## src/rtl/cross_light_ctrl.sv

```systemverilog
// cross_light_ctrl: cross-street signal controller.
// Serves one cross phase (all-red clearance, green with optional pedestrian walk, yellow)
// per main-direction red interval. Any overlap of an active cross phase with a non-red
// main light latches a sticky conflict and locks the cross direction to red until reset.
//
// Ports:
//   clk             in   sole clock, posedge
//   reset_n         in   asynchronous active-low reset
//   main_light      in   [1:0] main light: 0 red, 1 green, 2 yellow, 3 illegal (not red)
//   ped_req         in   pedestrian request, level-sampled
//   cross_light     out  [1:0] cross light, same encoding (0/1/2 only)
//   cross_time_left out  [7:0] current phase counter
//   walk            out  pedestrian walk indication
//   ped_pending     out  latched, unserved pedestrian request
//   conflict        out  sticky safety violation
module cross_light_ctrl #(
  parameter int unsigned CLEAR_CYCLES = 4,
  parameter int unsigned CROSS_GREEN  = 40,
  parameter int unsigned CROSS_YELLOW = 5,
  parameter int unsigned WALK_CYCLES  = 20
) (
  input  logic       clk,
  input  logic       reset_n,
  input  logic [1:0] main_light,
  input  logic       ped_req,
  output logic [1:0] cross_light,
  output logic [7:0] cross_time_left,
  output logic       walk,
  output logic       ped_pending,
  output logic       conflict
);

  typedef enum logic [1:0] {
    S_RED    = 2'd0,
    S_CLEAR  = 2'd1,
    S_GREEN  = 2'd2,
    S_YELLOW = 2'd3
  } state_t;

  localparam logic [7:0] ClearLoad  = 8'(CLEAR_CYCLES - 1);
  localparam logic [7:0] GreenLoad  = 8'(CROSS_GREEN - 1);
  localparam logic [7:0] YellowLoad = 8'(CROSS_YELLOW - 1);
  localparam logic [7:0] WalkLoad   = 8'(WALK_CYCLES);

  state_t     r_state, w_state_d;
  logic [7:0] r_cnt, w_cnt_d;
  logic [7:0] r_walk_cnt, w_walk_cnt_d;
  logic       r_armed, w_armed_d;
  logic       r_ped_pending, w_ped_pending_d;
  logic       r_conflict, w_conflict_d;
  logic       r_walk, w_walk_d;
  logic [1:0] r_cross_light, w_cross_light_d;

  logic w_main_nonred;
  logic w_hit;    // active cross phase overlaps a non-red main light
  logic w_serve;  // clear -> green transition this cycle

  assign w_main_nonred = (main_light != 2'd0);
  assign w_hit         = (r_state != S_RED) && w_main_nonred;

  always_comb begin
    w_state_d       = r_state;
    w_cnt_d         = r_cnt;
    w_walk_cnt_d    = (r_walk_cnt != 8'd0) ? r_walk_cnt - 8'd1 : 8'd0;
    w_armed_d       = r_armed | w_main_nonred;
    w_ped_pending_d = r_ped_pending | ped_req;
    w_conflict_d    = r_conflict;
    w_serve         = 1'b0;

    unique case (r_state)
      S_RED: begin
        w_cnt_d = 8'd0;
        if (!w_main_nonred && r_armed && !r_conflict) begin
          w_state_d = S_CLEAR;
          w_cnt_d   = ClearLoad;
          w_armed_d = 1'b0;
        end
      end
      S_CLEAR: begin
        if (r_cnt != 8'd0) begin
          w_cnt_d = r_cnt - 8'd1;
        end else begin
          w_state_d = S_GREEN;
          w_cnt_d   = GreenLoad;
          w_serve   = 1'b1;
        end
      end
      S_GREEN: begin
        if (r_cnt != 8'd0) begin
          w_cnt_d = r_cnt - 8'd1;
        end else begin
          w_state_d = S_YELLOW;
          w_cnt_d   = YellowLoad;
        end
      end
      S_YELLOW: begin
        if (r_cnt != 8'd0) begin
          w_cnt_d = r_cnt - 8'd1;
        end else begin
          w_state_d = S_RED;
          w_cnt_d   = 8'd0;
        end
      end
      default: begin
        w_state_d = S_RED;
        w_cnt_d   = 8'd0;
      end
    endcase

    // A request arriving on the serve cycle keeps the latch set for the next phase.
    if (w_serve && r_ped_pending && !w_hit) begin
      w_walk_cnt_d    = WalkLoad;
      w_ped_pending_d = ped_req;
    end

    // Conflict overrides every other transition.
    if (w_hit) begin
      w_state_d    = S_RED;
      w_cnt_d      = 8'd0;
      w_conflict_d = 1'b1;
    end

    if (w_state_d != S_GREEN) begin
      w_walk_cnt_d = 8'd0;
    end
    w_walk_d = (w_state_d == S_GREEN) && (w_walk_cnt_d != 8'd0);

    unique case (w_state_d)
      S_GREEN:  w_cross_light_d = 2'd1;
      S_YELLOW: w_cross_light_d = 2'd2;
      default:  w_cross_light_d = 2'd0;
    endcase
  end

  always_ff @(posedge clk or negedge reset_n) begin
    if (!reset_n) begin
      r_state       <= S_RED;
      r_cnt         <= 8'd0;
      r_walk_cnt    <= 8'd0;
      r_armed       <= 1'b0;
      r_ped_pending <= 1'b0;
      r_conflict    <= 1'b0;
      r_walk        <= 1'b0;
      r_cross_light <= 2'd0;
    end else begin
      r_state       <= w_state_d;
      r_cnt         <= w_cnt_d;
      r_walk_cnt    <= w_walk_cnt_d;
      r_armed       <= w_armed_d;
      r_ped_pending <= w_ped_pending_d;
      r_conflict    <= w_conflict_d;
      r_walk        <= w_walk_d;
      r_cross_light <= w_cross_light_d;
    end
  end

  assign cross_light     = r_cross_light;
  assign cross_time_left = r_cnt;
  assign walk            = r_walk;
  assign ped_pending     = r_ped_pending;
  assign conflict        = r_conflict;

endmodule

```

## config.mk

```make
export PLATFORM = sky130hd
export DESIGN_NAME = cross_light_ctrl
export DESIGN_NICKNAME = d
export VERILOG_FILES = /design/src/rtl/cross_light_ctrl.sv
export SDC_FILE = /design/constraint.sdc
export NUM_CORES = 1
export LEC_CHECK = 0
export BUFFER_PORTS_ARGS = -buffer_cell sky130_fd_sc_hd__buf_4
export CORE_UTILIZATION = 56
export CTS_CLUSTER_SIZE = 24
export DETAILED_ROUTE_END_ITERATION = 7
export PLACE_DENSITY_LB_ADDON = 0.15
export SLEW_MARGIN = 20
export SYNTH_ARGS = -nofsm -noshare
export SYNTH_HDL_FRONTEND = slang
export SYNTH_SLANG_ARGS = --single-unit
```

## constraint.sdc

```tcl
create_clock -name clk -period 2.5 [get_ports clk]
set_clock_uncertainty 0.1 [all_clocks]
set_input_delay 0.125 -clock clk [delete_from_list [all_inputs] [get_ports clk]]
set_output_delay 0.125 -clock clk [all_outputs]
set_load 0.01 [all_outputs]
```

After elaboration in Yosys (flattened, before gate mapping)
Index checks and enable logic that the tools add are counted.

storage, ports and cells
  RAM bits = 0
  memories kept = 0
  bits in latches = 0
  flip-flop bits (word level) = 24
  bits of input ports = 5
  logic and storage cells = 54
  bits in read-only memories = 0
  output and inout port bits = 13

operators by class
  reduce and logical (&&, ||, !) cells = 15
  divide/modulo/power cells = 0
  add/sub/neg operators = 2
  muxes and demuxes = 21
  order comparisons = 0
  multipliers = 0
  shifts and indexed selects = 0
  bitwise operators = 2
  eq/ne operators = 6

operator list
  cell                   number
  $mux W8                7
  $pmux W8 S4            1
  $reduce_bool A8 Y1     3
  $sub A8 B1 Y8 const B  2
  $mux W2                6
  $eq A2 B2 Y1 const B   4
  $pmux W2 S4            1
  $logic_and A1 B1 Y1    6
  $mux W1                5
  $pmux W2 S2            1
  $reduce_bool A2 Y1     2
  $logic_not A1 Y1       3
  $eq A2 B1 Y1 const B   1
  $logic_not A2 Y1       1
  $ne A2 B2 Y1 const B   1
  $or A1 B1 Y1           2

Longest topological paths before layout
  depth in word-level cells = 11
  mapped depth = 6
  mapped depth without buffers = 6

Least setup slack after synthesis
No wires, ideal clock.

  kind = flip-flop to flip-flop
  start point = register r_cnt[0] (netlist: cross_time_left[0])
  end point = register r_walk_cnt[6]
  data arrival time = 1.801 ns
  clock period less this slack = 2.030 ns
  buffers on the path = 0
  library setup time = 0.129 ns
  data required time = 2.271 ns
  stages on the path, launching flop included = 7
  path slack = 0.470 ns
  cells stage by stage = dfrtp_1 inv_1 ha_1 or3b_2 o211a_4 o21ai_4 nor3b_2

between the ends
  longest elaborated chain between the ends = 7
  elaborated cells on any way between the ends = 13

RTL lines
  item                                                 RTL line    RTL
  start, declared                                      46          logic [7:0] r_cnt, w_cnt_d;
  start signal, assigned                               147         r_cnt <= w_cnt_d;
  $reduce_bool A8 Y1 *                                 80, 89, 97
  branches (longest 5 deep; another with $pmux W2 S4)  -
  $mux W8 *                                            123         if (w_state_d != S_GREEN) begin
  named net w_walk_cnt_d[6]                            47          logic [7:0] r_walk_cnt, w_walk_cnt_d;
  end signal, assigned                                 148         r_walk_cnt <= w_walk_cnt_d;
  end, declared                                        47

Mark *: on every way through the listed nets, which the timed path passes.
A chain may end at the register's enable or synchronous reset.

Worst setup path in the final report
  start point = register r_cnt[5] (netlist: cross_time_left[5])
  end point = register r_state[1]

between the ends
  longest elaborated chain between the ends = 4
  elaborated cells on any way between the ends = 6

RTL lines
  item                        RTL line    RTL
  $reduce_bool A8 Y1 *        80, 89, 97
  $mux W2 (on tied branches)  97, 80, 89
  $pmux W2 S4 *               70          unique case (r_state)
  $mux W2 *                   117         if (w_hit) begin
  named net w_state_d[1]      45          state_t r_state, w_state_d;
  end signal, assigned        146         r_state <= w_state_d;
  end, declared               45

Mark *: on every way through the listed nets, which the timed path passes. The rest lies on a longest branch.

==> metrics.txt <==
status=finished, final reports clean; ys flop type=dfrtp_1; CP endpoint kind=flop; number of distinct library cells after synthesis=37; sequential cell area=601 um^2; P per Cell Area=447 mW/mm^2; drt first-iter violations=23; vias per inst=5.53; Vias=968; minimum clock period=2330 ps; top cells by area, synth=dfrtp_1, xor2_1, nor2_1; clk buf depth=2; Die Wd=50.2 um; period utilization=0.932; DRT Pass-1 Iters=4; Max-slew headroom=0.621; nets=157; global-route wire length before repair=4140 um; leak pwr=0.703 nW; post-CTS sizing=0; core area=0.00221 mm^2; syn_nets=131; Clock Tree Root=clkbuf_4; Final ANT Viol Nets=0; critical path arrival=2490 ps; GRT Util Overall=0.221; Die Span Y=50.2 um; TNS Setup=0 ps; CTS tree=done; Total Power=0.692 mW; FP Rows=17; total CTS buffers=3; most common cell in the netlist=dfrtp_1; Post-Route WL=2550 um; clk sink count=24; dominant cell type by area after synthesis=dfrtp_1; global placer's final weighted congestion=0.777; # diodes=0; Worst EP required=2660 ps; top cell type's share of synthesized area=0.461; DPL Wire Length=1840 um; GR Overflow Total=0; Least-Margin Pin Slew=563 ps; Gate Count Post-Synth=122; RSZ-0062 raised after global routing=no; maximum vdd drop=0.000298 V; FILL cells=188; final hold viol count=0; Die ar.=0.00252 mm^2; IO Port Bufs=17; Routed WL per cell=14.6 um; antenna violations before repair=0; vias in the first global route=910; clk slew on worst S/H paths=130 ps; Yosys Warn Count=0; largest net degree at the start of global routing=25; final setup vio count=0; HP Class=in -> async; Starting Density=0.589; synthesized area=0.00130 mm^2; # DRC=0; I/O Pins=18; Synth-to-Final Area Change=18.8%; CTS H-tree lvls=1; synth cell count leaders=dfrtp_1, nor2_1, nand2_1; fmax=0.429 GHz; startpoint types=flop; Pins Over Slew Limit=0; crit path kind=reg -> reg; sequential cell area fraction in the yosys report=0.461; Post-synth ARST share=1.00; synthesized flop and latch total=24; worst-skew pair later-pin latency=310 ps; Multi-input gate area=672 um^2; crit path max fanout=5; number of enable flip-flop cells after synthesis=0; MaxCap Viol Count=0; layout cells sized above 1=0.252; Synth Area per Inst=10.7 um^2
-- worst paths after layout --
| kind | end | slack [ps] | from | cells past startpoint |
|---|---|---|---|---|
| worst max-delay path | r_state[1] | 170 | cross_time_left[5] | 5 |
| worst min-delay path | cross_time_left[5] | 130 | reset_n | 2 |
| worst max register to register | r_state[1] | 170 | cross_time_left[5] | 5 |
| worst min register to register | r_armed | 420 | r_armed | 2 |
| max in group asynchronous | cross_time_left[4] | 1940 | reset_n | 2 |
| min in group clk | r_armed | 420 | r_armed | 2 |
-- placed cells by master (no fill, tap or decap), types with 2 or more instances in the layout --
| cell | Yosys | layout |
|---|---|---|
| a21oi_1 | 6 | 6 |
| buf_4 | 0 | 17 |
| clkbuf_4 | 0 | 3 |
| dfrtp_1 | 24 | 24 |
| dlygate4sd3_1 | 0 | 5 |
| ha_1 | 4 | 4 |
| inv_1 | 6 | 6 |
| mux2i_1 | 2 | 2 |
| nand2_1 | 9 | 9 |
| nand2b_1 | 2 | 2 |
| nand3_1 | 2 | 2 |
| nor2_1 | 15 | 15 |
| nor2_4 | 2 | 2 |
| nor3_1 | 3 | 3 |
| nor3b_1 | 2 | 2 |
| nor3b_2 | 4 | 4 |
| nor4_1 | 4 | 4 |
| nor4_4 | 2 | 2 |
| o21a_1 | 3 | 3 |
| o31ai_1 | 3 | 3 |
| or4_1 | 2 | 2 |
| xnor2_1 | 3 | 3 |
| xor2_1 | 7 | 7 |
-- logic make-up (layout without fill, tap and decap cells) --
| logic type | after synthesis | after routing | synth area share |
|---|---|---|---|
| muxes | 2 | 2 | 0.0154 |
| adders and majority gates | 4 | 4 | 0.0384 |
| DFF | 24 | 24 | 0.461 |
| AOI/OAI and AO/OA | 22 | 22 | 0.132 |
| and+or+nand+nor | 52 | 52 | 0.263 |
| buffers and inverters | 8 | 33 | 0.0230 |
| xor gates and xnor gates | 10 | 10 | 0.0672 |
-- worst max-delay path, stage by stage (launching register included) --
cell and delay [ps]:
dfrtp_1 460, nor4_1 550, nand3_1 220, xor2_1 200
nor3_1 180, dlygate4sd3_1 570
-- area by class of cell --
cell class,count,share of cell area
Multi-Input combinational cell,90,0.434
Sequential cell,24,0.388
Timing Repair Buffer,22,0.115
Clock buffer,4,0.0234
Tap cell,28,0.0226
Inverter,7,0.0170
-- state kept, by name, summed over array words and instances (netlist names) --
signal,cells
walk,1
conflict,1
r_armed,1
ped_pending,1
cross_time_left,8
cross_light,2
r_walk_cnt,8
r_state,2
-- where the power goes --
part / internal [mW] / total (mW) / switching (mW)
Combinational: 0.0366 / 0.0862 / 0.0496
Clock: 0.0888 / 0.205 / 0.116
Sequential: 0.394 / 0.401 / 0.00738
-- what timing repair did --
action,in CTS,in global routing
hold endpoints to repair,27,0
setup endpoints to repair,0,0
hold buffers,5,0
buffers inserted,0,0
-- metal layers --
layer,global-route usage,vias to the layer above,share of wire
met3,0.0364,2,0.035
met4,0.0429,0,0.0051
met2,0.367,25,0.47
li1,-,483,-
met5,0,-,0
met1,0.304,458,0.49
-- per-stage QoR --
stage	setup WS (ps)	instance area, um^2	cells	hold WS (ps)	utilization
6_report	171	1550	175	127	0.700
3_5_place_dp	394	1460	166	-63.1	0.661
4_1_cts	258	1550	175	137	0.700
5_1_grt	85.9	1550	175	153	0.700
2_1_floorplan	470	1300	122	-271	-
3_3_place_gp	457	1460	166	-68.4	0.661
(Power assumes the default switching activity.)
